### config.mk
export PLATFORM = sky130hd
export DESIGN_NAME = muldiv_unit
export DESIGN_NICKNAME = d
export VERILOG_FILES = /design/src/rtl/muldiv_unit.sv
export SDC_FILE = /design/constraint.sdc
export NUM_CORES = 1
export LEC_CHECK = 0
export ABC_AREA = 0
export CORE_MARGIN = 1.5
export CORE_UTILIZATION = 45
export CTS_CLUSTER_SIZE = 25
export DETAILED_ROUTE_END_ITERATION = 10
export PLACE_DENSITY = 0.69
export SYNTH_ARGS = -nofsm -noshare
export SYNTH_HDL_FRONTEND = slang
export SYNTH_SLANG_ARGS = --single-unit
### constraint.sdc
create_clock -name clk -period 3.9 [get_ports clk]
set_input_delay 0.78 -clock clk [delete_from_list [all_inputs] [get_ports clk]]
set_output_delay 0.78 -clock clk [all_outputs]
set_load 0.05 [all_outputs]
### src/rtl/muldiv_unit.sv
// Iterative multiply/divide unit with HI/LO result registers.
// One result bit per cycle; sign fix-up and HI/LO write in a final cycle.
module muldiv_unit #(
  parameter int WIDTH = 32
) (
  input  logic             clk,
  input  logic             reset_n,
  input  logic             start,
  input  logic [2:0]       op,
  input  logic [WIDTH-1:0] a,
  input  logic [WIDTH-1:0] b,
  output logic             ready,
  output logic             busy,
  output logic             done,
  output logic             dbz,
  output logic [WIDTH-1:0] hi,
  output logic [WIDTH-1:0] lo
);

  localparam int CW = $clog2(WIDTH);

  typedef enum logic [1:0] {
    IDLE,
    CALC,
    FIX,
    DONE
  } state_t;

  state_t state;

  logic [CW-1:0]      cnt;
  logic               is_div;
  logic               neg_q;
  logic               neg_r;
  logic               zero_b;
  logic [WIDTH-1:0]   a_r;
  logic [WIDTH-1:0]   mb;
  logic [WIDTH-1:0]   q;
  logic [WIDTH:0]     acc;

  logic               accept;
  logic               sgn_op;
  logic [WIDTH-1:0]   abs_a;
  logic [WIDTH-1:0]   abs_b;
  logic [WIDTH:0]     add_sum;
  logic [WIDTH:0]     shl;
  logic [WIDTH:0]     trial;
  logic [2*WIDTH-1:0] prod;
  logic [2*WIDTH-1:0] prod_f;
  logic [WIDTH-1:0]   quo;
  logic [WIDTH-1:0]   rem;

  assign ready  = (state == IDLE) || (state == DONE);
  assign busy   = (state == CALC) || (state == FIX);
  assign done   = (state == DONE);
  assign accept = start & ready;

  // MULT and DIV have op[0]=0; signed ops run on magnitudes
  assign sgn_op = ~op[0];
  assign abs_a  = (sgn_op && a[WIDTH-1]) ? -a : a;
  assign abs_b  = (sgn_op && b[WIDTH-1]) ? -b : b;

  assign add_sum = acc + (q[0] ? {1'b0, mb} : '0);
  assign shl     = {acc[WIDTH-1:0], q[WIDTH-1]};
  assign trial   = shl - {1'b0, mb};

  assign prod   = {acc[WIDTH-1:0], q};
  assign prod_f = neg_q ? -prod : prod;
  assign quo    = neg_q ? -q : q;
  assign rem    = neg_r ? -acc[WIDTH-1:0] : acc[WIDTH-1:0];

  always_ff @(posedge clk) begin
    if (!reset_n) begin
      state  <= IDLE;
      hi     <= '0;
      lo     <= '0;
      dbz    <= 1'b0;
      cnt    <= '0;
      is_div <= 1'b0;
      neg_q  <= 1'b0;
      neg_r  <= 1'b0;
      zero_b <= 1'b0;
      a_r    <= '0;
      mb     <= '0;
      q      <= '0;
      acc    <= '0;
    end else begin
      unique case (state)
        IDLE, DONE: begin
          state <= IDLE;
          if (accept) begin
            dbz    <= 1'b0;
            a_r    <= a;
            is_div <= op[1];
            neg_q  <= sgn_op & (a[WIDTH-1] ^ b[WIDTH-1]);
            neg_r  <= sgn_op & a[WIDTH-1];
            zero_b <= (b == '0);
            mb     <= op[1] ? abs_b : abs_a;
            q      <= op[1] ? abs_a : abs_b;
            acc    <= '0;
            cnt    <= CW'(WIDTH - 1);
            unique case (op)
              3'b000, 3'b001,
              3'b010, 3'b011: state <= CALC;
              3'b100: begin
                hi    <= a;
                state <= DONE;
              end
              3'b101: begin
                lo    <= a;
                state <= DONE;
              end
              default: state <= IDLE;
            endcase
          end
        end
        CALC: begin
          if (is_div) begin
            if (!trial[WIDTH]) begin
              acc <= trial;
              q   <= {q[WIDTH-2:0], 1'b1};
            end else begin
              acc <= shl;
              q   <= {q[WIDTH-2:0], 1'b0};
            end
          end else begin
            acc <= {1'b0, add_sum[WIDTH:1]};
            q   <= {add_sum[0], q[WIDTH-1:1]};
          end
          if (cnt == '0) state <= FIX;
          else           cnt   <= cnt - 1'b1;
        end
        FIX: begin
          state <= DONE;
          if (!is_div) begin
            {hi, lo} <= prod_f;
          end else if (zero_b) begin
            hi  <= a_r;
            lo  <= '1;
            dbz <= 1'b1;
          end else begin
            hi <= rem;
            lo <= quo;
          end
        end
        default: state <= IDLE;
      endcase
    end
  end

endmodule

; ---- After elaboration in Yosys (flattened, before gate mapping)
; Index checks and enable logic that the tools add are counted.
; Widths: inputs -> output; s select.
[totals]
output_inout_bits = 68
inputBits = 70
reg_bits = 205
[classes]
n_eq_ne = 15
n_mux = 37
n_bitwise = 5
n_reduce_logical = 19
addsub = 8
[op_table]
columns = operator, count
row1 = $mux 32, 17
row2 = $pmux 32 s2, 3
row3 = $neg 32->32, 4
row4 = $mux 33, 3
row5 = $pmux 33 s2, 1
row6 = $mux 64, 1
row7 = $neg 64->64, 1
row8 = $add 33x32->33, 1
row9 = $sub 33x32->33, 1
row10 = $logic_not 32->1, 1
row11 = $mux 5, 2
row12 = $pmux 5 s2, 1
row13 = $reduce_and 3->1, 3
row14 = $ne 2x2->1 const B, 4
row15 = $eq 3x2->1 const B, 2
row16 = $eq 3x3->1 const B, 2
row17 = $ne 2x1->1 const B, 3
row18 = $pmux 2 s3, 1
row19 = $logic_not 5->1, 1
row20 = $sub 5x1->5 const B, 1
row21 = $eq 2x2->1 const B, 2
row22 = $mux 1, 4
row23 = $mux 2, 2
row24 = $pmux 2 s2, 1
row25 = other kinds (15), 22

; ---- Depth between registers and ports, before layout
[logic_depth]
ltp_word = 6
mapped_depth = 21
ltp_nobuf = 20

; ---- Worst setup path after synthesis
; OpenSTA, ideal clock, no wires.
[synth_path]
path_type = reg2reg
start = register mb[17]
end = register acc[16]
setup_ns = 0.122
path_stages_with_launch = 17
setup_slack_ns = 0.047
n_path_buf = 2
arrival_time_ns = 3.731
t_required_ns = 3.778
period_less_slack_ns = 3.853
cell_sequence = dfxtp_1 inv_1 ha_1 a21oi_1 o21bai_1 a2111oi_0 o21ba_2 o211a_1 o21ai_0 nand3_1 a21oi_1 a211o_1 ha_1 clkbuf_1 clkbuf_1 a211oi_1 a221o_1
[synth_between]
elab_chain_cells = 4
[synth_rtl]
columns = item, line_no
row1 = "start, declared", 37  ; logic [WIDTH-1:0] mb;
row2 = "start signal, assigned", 98  ; mb <= op[1] ? abs_b : abs_a;
row3 = $mux 32 / $sub 33x32->33 (equally long branches), "63, 65"
row4 = $add 33x32->33 / $mux 33 (equally long branches), "63, 119"
row5 = $mux 33 *, 118  ; if (is_div) begin
row6 = $pmux 33 s2 *, 88  ; unique case (state)
row7 = "end signal, assigned", 120  ; acc <= trial;
row8 = "end signal, assigned", 123  ; acc <= shl;
row9 = "end signal, assigned", 127  ; acc <= {1'b0, add_sum[WIDTH:1]};
row10 = "end, declared", 39  ; logic [WIDTH:0] acc;
; Every way passes the cells marked *; elsewhere a longest branch is shown, timed or not.
; A chain may end at the register's enable or synchronous reset.

; ---- Worst setup path in the final report
[layout_path]
start = register q[31]
end = register acc[24]
[layout_between]
elab_chain_cells = 4
[layout_rtl]
columns = item, line_no
row1 = "start, declared", 38  ; logic [WIDTH-1:0] q;
row2 = "start signal, assigned", 99  ; q <= op[1] ? abs_a : abs_b;
row3 = "start signal, assigned", 121  ; q <= {q[WIDTH-2:0], 1'b1};
row4 = "start signal, assigned", 124  ; q <= {q[WIDTH-2:0], 1'b0};
row5 = $sub 33x32->33, 65  ; assign trial = shl - {1'b0, mb};
row6 = $mux 33, 119  ; if (!trial[WIDTH]) begin
row7 = $mux 33, 118
row8 = $pmux 33 s2, 88
; No other way between the ends.

==> run summary <==
clk_lat worst skew: 560 ps
Critical Path Source Type: flip-flop
asr flop ratio synth: 0%
status: finished, final reports clean
GRT Util Overall: 33.6%
First-pass DRT Iterations: 9
Post-Syn Area: 16900 sq um
Cell Area, Placed: 19300 sq um
Final setup viols: 0
Net Count, Synth: 2488
clk root buf: clkbuf_16
DRT iter0 DRCs: 1849
Power Density: 559 nW/um^2
global-route wire length before repair: 101 mm
die width: 197 microns
CP Class: reg2reg
Mapped Avg Cell Area: 7.21 sq um
post-route ant nets: 0
Ant. Diodes: 0
H-tree level count: 1
FMAX: 0.265 GHz
die area: 38700 sq um
Worst Path Required: 4360 ps
wirelength, routed: 67.1 mm
Yosys reg bits: 205
grt ovf: 0
fin nets: 2614
CP peak stage delay: 360 ps
CTS sink cnt: 205
VDD IR max: 843 uV
area of the multi-input gates: 11900 sq um
Synth-to-Final Area Change: 19.9%
vias post-DR: 18700
DR WL/cell: 22.7 microns
final hold vios: 0
count of different cell masters after synthesis: 77
Via-to-Cell Ratio: 6.32
# DRC: 0
Bufs and invs on worst path: 4
final hold slack: 452 ps
# hold bufs at CTS: 0
maxcap violations: 0
die height: 197 microns
Worst Tran Pin Value: 1190 ps
crit share post-route: 96.7%
initial core utilization: 45.9%
CTS Buf Count: 26
Worst Clk Skew: 19.7 ps
Layout fillers: 3608
Max-slew headroom: 20.6%
YS warnings: 0
top cell family by delay on the critical path: compound AO/OA/AOI/OAI gates
min Tclk post-route: 3770 ps
pin count of the biggest net entering global routing: 91
Pleak: 0.00792 uW
critical path capture point type: flip-flop
GP Congestion: 0.998
Most common cell on crit path: buf_4
share of cells above drive strength 1: 10.2%
CTS tree: done
vias in the first global route: 17500
CTS Buffer Depth: 3
Hold Path Class: reg2reg
DP HPWL: 50.1 mm
CP max stage cell: fa_2
Max Slew Vio Count: 0
row cnt: 70
cells along the critical path: inv_1 -> ha_1 -> fa_2 -> nand2b_1 -> a21oi_1 -> buf_4 -> o211a_1 -> o211ai_1 -> o211a_1 -> o21ai_1 -> nand3_1 -> a21oi_2 -> a211o_1 -> ha_4 -> buf_4 -> nor4_1 -> buf_4 -> a22oi_1 -> o31a_1 -> o221ai_1
Mapped Cells: 2341
design area: 20200 sq um
Seq/Total Area, Yosys: 24.3%
most frequent cells in the layout: nand2_1, a21oi_1, nor2_1, dfxtp_1, o21ai_0
critical path arrival: 4230 ps
CP Max Fanout: 7
clock-pin slew on the worst setup and hold paths: 60 ps
Core ar.: 36800 sq um
initial antenna violation count: 0
Reg area: 4110 sq um
Post-synth EDFFs: 0
Port Buffers: 137
Post-synth top flop: dfxtp_1
io pins: 138
most common cell after layout, fill and taps aside: nand2_1
## final timing paths
kind	slack (ps)	end	start	depth (start not counted)
hold / removal	450	lo[19]$_SDFFE_PN0P_	lo[19]$_SDFFE_PN0P_	2
hold reg to reg	450	lo[19]$_SDFFE_PN0P_	lo[19]$_SDFFE_PN0P_	2
setup / recovery	130	acc[24]$_SDFFE_PN0P_	q[31]$_SDFFE_PN0P_	20
setup reg to reg	130	acc[24]$_SDFFE_PN0P_	q[31]$_SDFFE_PN0P_	20
## state kept, by name, summed over array words and instances, names as in the netlist
| name | flops |
|---|---|
| acc | 33 |
| mb | 32 |
| a_r | 32 |
| zero_b | 1 |
| lo | 32 |
| state | 2 |
| dbz | 1 |
| is_div | 1 |
| q | 32 |
| hi | 32 |
| neg_r | 1 |
| cnt | 5 |
| neg_q | 1 |
## cells in the mapped netlist, types with 11 or more instances
| library cell | count | share of area (%) |
|---|---|---|
| a211oi_1 | 54 | 2.4 |
| a21o_1 | 31 | 1.4 |
| a21oi_1 | 242 | 7.2 |
| a22oi_1 | 13 | 0.58 |
| a311oi_1 | 13 | 0.67 |
| a31oi_1 | 24 | 0.89 |
| and3_1 | 12 | 0.44 |
| buf_1 | 20 | 0.44 |
| clkbuf_1 | 163 | 3.6 |
| dfxtp_1 | 205 | 24 |
| ha_1 | 75 | 5.6 |
| inv_1 | 77 | 1.7 |
| mux2_2 | 16 | 1.1 |
| mux2i_1 | 63 | 3.7 |
| nand2_1 | 272 | 6.0 |
| nand2b_1 | 32 | 1.2 |
| nand3_1 | 29 | 0.86 |
| nor2_1 | 229 | 5.1 |
| nor2b_1 | 11 | 0.41 |
| nor3_1 | 52 | 1.5 |
| nor4_1 | 15 | 0.56 |
| o211ai_1 | 41 | 1.8 |
| o21a_1 | 12 | 0.53 |
| o21ai_0 | 179 | 5.3 |
| o21ai_1 | 12 | 0.36 |
| o221ai_1 | 38 | 2.0 |
| o31ai_1 | 39 | 1.7 |
| o41ai_1 | 18 | 0.93 |
| or2_2 | 13 | 0.48 |
| or3_1 | 17 | 0.63 |
| or4_1 | 15 | 0.67 |
| xnor2_1 | 129 | 6.7 |
| xor2_1 | 65 | 3.4 |
## stage by stage
step                      setup slack (ps)  util [%]  cells  TNS (ps)  power [uW]
after global placement                -116      52.5   2906      -169        8560
after global routing                 -11.7      55.0   2953     -20.7       11800
final                                  129      55.0   2953         0       11300
after detailed placement              -147      52.5   2906      -522        8640
after CTS                             3.40      54.9   2952         0       11200
after floorplan                       47.0         -   2341         0        6770
## tightest hold or removal path, delay by kind of cell, from the launching register on
kind / cells / cell delay [ps]
AO/OA/AOI/OAI: 1 / 50
flip-flops: 1 / 300
AND/OR/NAND/NOR: 1 / 50
## repair_timing
item / 4_1_cts / 5_1_grt
pin swaps: 0 / 4
resized for setup: 1 / 12
setup buffers: 0 / 1
gates cloned: 0 / 0
setup endpoints to repair: 1 / 26
## power breakdown
| group | internal [uW] | leakage [uW] | switching [uW] |
|---|---|---|---|
| combinational | 2000 | 0.00580 | 3650 |
| sequential | 2580 | 0.00168 | 560 |
| clock | 1500 | 0.000440 | 1020 |
| total | 6090 | 0.00792 | 5230 |
## per-layer routing
metal / GRT usage [%] / wire length (microns) / part of all wire [%]
met2: 54.3 / 29800 / 44
met3: 4.16 / 5550 / 8.3
met5: 0 / 0 / 0
met4: 19.5 / 4570 / 6.8
met1: 43.2 / 27100 / 40
## area by class of cell
type	count	area share (%)
Clock buffer	37	3.81
Multi-Input combinational cell	1867	58.5
Tap cell	468	2.89
Clock inverter	9	0.544
Inverter	80	1.50
Sequential cell	205	20.3
Timing Repair Buffer	287	12.4
## cell families after synthesis
kind of cell               Yosys count  share of synthesized area [%]
AOI/OAI and AO/OA                  777                           29.1
xor gates and xnor gates           194                           10.1
adders and majority gates           77                           5.79
buffers and inverters              269                           6.04
DFF                                205                           24.3
muxes                               79                           4.80
and+or+nand+nor                    740                           19.9
Note: power is estimated with default switching activity, not from simulation.
